`config.mk`:
```
export PLATFORM = sky130hd
export DESIGN_NAME = runway_allocator
export DESIGN_NICKNAME = d
export VERILOG_FILES = /design/src/rtl/runway_allocator.sv
export SDC_FILE = /design/constraint.sdc
export NUM_CORES = 1
export LEC_CHECK = 0
export CORE_MARGIN = 4
export CORE_UTILIZATION = 57
export CTS_BUF_LIST = sky130_fd_sc_hd__clkbuf_4
export DETAILED_ROUTE_END_ITERATION = 8
export PLACE_DENSITY_LB_ADDON = 0.3
export SLEW_MARGIN = 20
export SYNTH_ARGS = -nofsm -noshare
export SYNTH_HDL_FRONTEND = slang
export SYNTH_SLANG_ARGS = --single-unit
```
`constraint.sdc`:
```
create_clock -name clock -period 5.8 [get_ports clock]
set_clock_uncertainty 0.15 [all_clocks]
set_input_delay 1.16 -clock clock [delete_from_list [all_inputs] [get_ports clock]]
set_output_delay 1.16 -clock clock [all_outputs]
set_load 0.005 [all_outputs]
```
`src/rtl/runway_allocator.sv`:
```
// Runway allocator: tracks runway occupancy and owners,
// self-selects free open runways, optional auto-release.
module runway_allocator #(
  parameter int NUM_RUNWAYS = 4,
  parameter int ID_WIDTH    = 4,
  parameter int TIMEOUT     = 0,
  parameter int RR_MODE     = 0,
  localparam int RW_W = (NUM_RUNWAYS > 1) ? $clog2(NUM_RUNWAYS) : 1
) (
  input  logic                   clock,
  input  logic                   reset,
  input  logic                   alloc_req,
  input  logic [ID_WIDTH-1:0]    alloc_id,
  input  logic                   release_req,
  input  logic [ID_WIDTH-1:0]    release_id,
  input  logic [RW_W-1:0]        release_rw,
  input  logic [NUM_RUNWAYS-1:0] closed,
  output logic                   alloc_done,
  output logic                   alloc_ok,
  output logic [RW_W-1:0]        alloc_rw,
  output logic                   release_done,
  output logic                   release_ok,
  output logic [NUM_RUNWAYS-1:0] timeout_vec,
  output logic [NUM_RUNWAYS-1:0] runway_active,
  output logic                   all_busy
);

  localparam int CW = (TIMEOUT > 0) ? $clog2(TIMEOUT + 1) : 1;

  logic [NUM_RUNWAYS-1:0] occ;
  logic [ID_WIDTH-1:0]    owner [NUM_RUNWAYS];
  logic [RW_W-1:0]        rr_ptr;

  logic [NUM_RUNWAYS-1:0] elig;
  logic [NUM_RUNWAYS-1:0] rel_hit;
  logic [NUM_RUNWAYS-1:0] to_hit;
  logic [NUM_RUNWAYS-1:0] gnt_vec;
  logic                   dup;
  logic                   found;
  logic                   gnt;
  logic [RW_W-1:0]        pick;
  logic [RW_W-1:0]        rr_next;

  assign elig          = ~occ & ~closed;
  assign runway_active = occ;
  assign all_busy      = ~|elig;
  assign gnt           = alloc_req & ~dup & found;
  assign rr_next       = (pick == RW_W'(NUM_RUNWAYS - 1)) ?
                         '0 : pick + 1'b1;

  // A plane may hold at most one runway at a time
  always_comb begin
    dup = 1'b0;
    for (int i = 0; i < NUM_RUNWAYS; i++) begin
      if (occ[i] && owner[i] == alloc_id) dup = 1'b1;
    end
  end

  // First eligible runway, from 0 or from the RR pointer
  always_comb begin
    int idx;
    logic [RW_W-1:0] sel;
    found = 1'b0;
    pick  = '0;
    idx   = 0;
    sel   = '0;
    for (int k = 0; k < NUM_RUNWAYS; k++) begin
      if (RR_MODE != 0) idx = (int'(rr_ptr) + k) % NUM_RUNWAYS;
      else              idx = k;
      sel = RW_W'(idx);
      if (!found && elig[sel]) begin
        found = 1'b1;
        pick  = sel;
      end
    end
  end

  // Decode grant and release into per-runway strobes
  always_comb begin
    gnt_vec = '0;
    rel_hit = '0;
    for (int i = 0; i < NUM_RUNWAYS; i++) begin
      gnt_vec[i] = gnt && pick == RW_W'(i);
      rel_hit[i] = release_req && release_rw == RW_W'(i) &&
                   occ[i] && owner[i] == release_id;
    end
  end

  if (TIMEOUT > 0) begin : g_to
    logic [CW-1:0] cnt [NUM_RUNWAYS];

    // Occupancy age, restarted on grant, saturating
    always_ff @(posedge clock) begin
      if (reset) begin
        for (int i = 0; i < NUM_RUNWAYS; i++) cnt[i] <= '0;
      end else begin
        for (int i = 0; i < NUM_RUNWAYS; i++) begin
          if (gnt_vec[i])
            cnt[i] <= '0;
          else if (occ[i] && cnt[i] != CW'(TIMEOUT))
            cnt[i] <= cnt[i] + CW'(1);
        end
      end
    end

    // Runway expires on the edge where its age hits TIMEOUT-1
    always_comb begin
      to_hit = '0;
      for (int i = 0; i < NUM_RUNWAYS; i++) begin
        to_hit[i] = occ[i] && cnt[i] == CW'(TIMEOUT - 1);
      end
    end
  end else begin : g_no_to
    assign to_hit = '0;
  end

  // Occupancy, owners, RR pointer and registered responses
  always_ff @(posedge clock) begin
    if (reset) begin
      occ          <= '0;
      rr_ptr       <= '0;
      alloc_done   <= 1'b0;
      alloc_ok     <= 1'b0;
      alloc_rw     <= '0;
      release_done <= 1'b0;
      release_ok   <= 1'b0;
      timeout_vec  <= '0;
      for (int i = 0; i < NUM_RUNWAYS; i++) owner[i] <= '0;
    end else begin
      alloc_done   <= alloc_req;
      alloc_ok     <= gnt;
      alloc_rw     <= gnt ? pick : '0;
      release_done <= release_req;
      release_ok   <= |rel_hit;
      timeout_vec  <= to_hit & ~rel_hit;
      occ          <= (occ & ~rel_hit & ~to_hit) | gnt_vec;
      for (int i = 0; i < NUM_RUNWAYS; i++) begin
        if (gnt_vec[i]) owner[i] <= alloc_id;
      end
      if (gnt && RR_MODE != 0) rr_ptr <= rr_next;
    end
  end

endmodule

```
Word level (Yosys, flattened, before mapping):

Memories as Yosys holds them, arrays and structs flattened.
Cells that the tools add are included.

* word-level logic and storage cells: 96
* memories kept: 1
* flip-flop bits (word level): 10
* output and inout bits: 15
* RAM bits: 16

* reductions and logical operators: 32
* equality and inequality tests: 14
* muxes and demuxes: 29
* bitwise gates (word level): 14

Memory list
* owner: depth 4, width 4, read ports 4, clocked after Yosys merged registers in 0, write ports 4, line 31 `logic [ID_WIDTH-1:0] owner [NUM_RUNWAYS];`

Operator list (number)
* 4-bit == test: 8
* 1-bit logical AND: 23
* 1-bit two-way mux: 23
* 4-bit two-way mux: 4
* 4-bit NOT: 3
* 4-bit bitwise AND: 2
* 2-bit == test (second input constant): 4
* 4-bit OR reduction: 2
* 2-bit by 1-bit == test with 1-bit output (second input constant): 2
* 1-bit logical NOT: 4
* 2-bit logical NOT: 2
* 2-bit two-way mux: 2
* 1-bit bitwise OR: 4
* 4-bit bitwise OR: 1
* 1-bit bitwise AND: 2
* 1-bit NOT: 2
* 2-bit OR reduction: 1

Logic depth before layout (Yosys ltp):

* depth after elaboration: 18
* depth in mapped cells: 7

Least setup slack after synthesis:

No wires, ideal clock.

* path type: input -> output
* from: input port closed[1]
* to: output port all_busy
* stages on the path: 2
* arrival time: 1467 ps
* slack: 3023 ps
* cell sequence: o22ai_4 > nor3_1

* longest elaborated chain between the ends: 4

Ends and longest elaborated chain
* from (decl): line 17 `input logic [NUM_RUNWAYS-1:0] closed,`
* 4-bit NOT: line 44 `assign elig = ~occ & ~closed;`
* 4-bit bitwise AND: line 44
* 4-bit OR reduction: line 46 `assign all_busy = ~|elig;`
* 1-bit logical NOT: line 46
* to (decl): line 25 `output logic all_busy`

Every way passes these cells.

Worst setup path after layout:

Ends and elaborated chain as after synthesis.

==> results.json <==
{
  "p_leak_nw": 0.632,
  "rows": 19,
  "postRouteWirelength_mm": 3.62,
  "grt_pass1_wl_mm": 5.56,
  "drtAntennaViolNets": 0,
  "portBuffers": 28,
  "final_common_cell": "clkdlybuf4s50_1",
  "synth_area_leaders": "edfxtp_1, dfxtp_1, xor2_1",
  "fin_crit_sh_pct": 66.4,
  "fmax_mhz": 260,
  "avgSynthCellArea_sq_um": 10.7,
  "hold_path_class": "reg2reg",
  "hpwl_mm": 2.83,
  "gp_congestion": 0.850,
  "insertion_delay_ns": 0.33,
  "wl_per_cell_microns": 17.6,
  "dpl_worst_slack_ns": 1.94,
  "syn_area_sq_um": 1640,
  "yosysTopAreaCellShare_pct": 29.4,
  "ys_seq_elements": 26,
  "drv_slew": 0,
  "sequentialPowerShare_pct": 56.4,
  "root_buffer": "clkbuf_4",
  "p_sw_share_pct": 29.4,
  "ioPinCount": 33,
  "die_area_sq_um": 3790,
  "post-route-util_pct": 69.2,
  "synth_compound_area_share_pct": 8.80,
  "core_sq_um": 2760,
  "cts_tree": "done",
  "cts_hold_buffers": 0,
  "drive_above_1_share_pct": 14.3,
  "worst_path_most_repeated_cell": "clkdlybuf4s50_1",
  "post_cts_resized": 0,
  "crit_chain": "clkdlybuf4s50_1, o22ai_4, nor3_1, clkdlybuf4s50_1",
  "p_int_mw": 0.278,
  "antenna_found_initial": 0,
  "arrival_ns": 2.54,
  "first_pass_iters": 4,
  "synth_top_family_by_area": "simple AND/OR/NAND/NOR gates",
  "gr-usage-all-layers_pct": 20.7,
  "grt_max_degree": 28,
  "synth_cell_type_count": 36,
  "fp.dieW_microns": 61.6,
  "rsz0062_at_grt": "no",
  "area_growth_pct": 16.7,
  "hold_viol": 0,
  "via_count": 1197,
  "synthMuxAreaShare_pct": 0,
  "tns_ns": 0,
  "power_frac_comb_pct": 22.9,
  "worstMarginPinSlew_ns": 0.856,
  "cts_sinks": 26,
  "cap_violations": 0,
  "crit_fanout": 7,
  "p_switching_mw": 0.116,
  "start_util_pct": 59.3,
  "cpPeakStageDelay_ns": 0.53,
  "setup_viol": 0,
  "cts_buffers": 3,
  "yosysSeqAreaShare_pct": 41.6,
  "syn_inst": 153,
  "synthAdderAreaFrac_pct": 0,
  "synth-simple-area-share_pct": 27.1,
  "critPathKind": "in2out",
  "initialDrtViolationCount": 57,
  "viasPerCell": 5.81,
  "min-delay-start": "runway_active[0]",
  "dieHeight_microns": 61.6,
  "critPathLaunch": "closed[1]",
  "nets": 194,
  "ys_warn_count": 0,
  "start_kind": "input pin",
  "fin_ws_ns": 1.95,
  "synthXorXnorAreaFrac_pct": 17.1,
  "path_clk_slew_ns": 0.15,
  "h-tree-depth": 1,
  "most-common-layout-cells": "clkdlybuf4s50_1, xor2_1, edfxtp_1",
  "cp-end-kind": "primary output",
  "slowest_stage": "clkdlybuf4s50_1",
  "grt_pass1_vias": 1195,
  "min_period_ns": 3.85,
  "max_slew_margin_pct": 42.4,
  "clockBufferDepth": 2,
  "remaining_drc_errors": 0,
  "yosysTopAreaCell": "edfxtp_1",
  "outcome": "completed",
  "clock_power_share_pct": 20.7,
  "required_ns": 4.49,
  "power.density_nw_per_um2": 207,
  "r2r-start": "owner[3][3]",
  "cts_setup_buffers": 0,
  "ir_worst_vdd_mv": 0.173,
  "n_antenna_cell": 0,
  "globalRouteOverflowTotal": 0
}
power groups by stage:
stage | clock network (mW) | registers (mW) | logic [mW]
final | 0.0817 | 0.222 | 0.0902
after detailed placement | 0 | 0.226 | 0.0905
after global routing | 0.0895 | 0.223 | 0.0985
after global placement | 0 | 0.225 | 0.0868
after floorplan | 0 | 0.223 | 0.0605
after CTS | 0.0818 | 0.222 | 0.0907
final cells by class:
type	count	area (sq um)
clock buffer	3	22.5
clock inverter	1	3.75
fill	219	850
multi-input combinational	117	882
sequential	26	681
tap	31	38.8
timing repair buffer	28	280
cell families (layout without fill, tap and decap cells):
group / count (synthesis) / after routing
AOI/OAI and AO/OA: 15 / 15
xor gates and xnor gates: 32 / 32
buffers and inverters: 13 / 32
DFF: 26 / 26
other: 1 / 4
and+or+nand+nor: 66 / 66
cell usage after synthesis, drive strengths merged:
master and number:
nor3 23, xor2 18, edfxtp 16, xnor2 14
buf 10, dfxtp 10, nor2 10, nand3 7
nand2b 6, nand2 5, o21bai 5, nand4 4
clkbuf 3, nand4b 3, o21ai 3, o22ai 3
nand3b 2, nor2b 2, or4 2, a211oi 1
a31oi 1, a41oi 1, conb 1, nor4 1
nor4bb 1, o31ai 1
path summary, 6_finish.rpt:
kind / depth (start not counted) / end / slack (ns)
setup / recovery: 4 / all_busy / 1.95
hold / removal: 2 / runway_active[0] / 0.46
setup reg to reg: 5 / owner[3][2] / 3.43
hold reg to reg: 2 / runway_active[0] / 0.46
through the flow:
step / std cells / hold WS [ns] / total power, mW / instance area [sq um]
6_report: 206 / 0.463 / 0.394 / 1910
4_1_cts: 206 / 0.453 / 0.395 / 1910
3_3_place_gp: 202 / 0.428 / 0.312 / 1880
2_1_floorplan: 156 / 0.376 / 0.284 / 1650
3_5_place_dp: 202 / 0.438 / 0.317 / 1880
5_1_grt: 206 / 0.477 / 0.411 / 1910
routing by layer:
layer	up-vias	global-route usage [%]	wire length [microns]
li1	583	-	-
met1	565	25.4	1480
met4	0	10.0	91
met2	41	34.8	1840
met3	8	3.98	205
met5	-	0	0
flip-flops by register name, indices dropped and copies added (netlist names):
register / flops
owner: 16
runway_active: 4
alloc_rw: 2
alloc_done: 1
alloc_ok: 1
release_done: 1
release_ok: 1
worst max-delay path, delay by kind of cell:
kind | cells | cell delay (ns)
buffers and inverters | 2 | 1.05
AND/OR/NAND/NOR | 1 | 0.20
AO/OA/AOI/OAI | 1 | 0.13
Power figures use the tool's default switching activity.
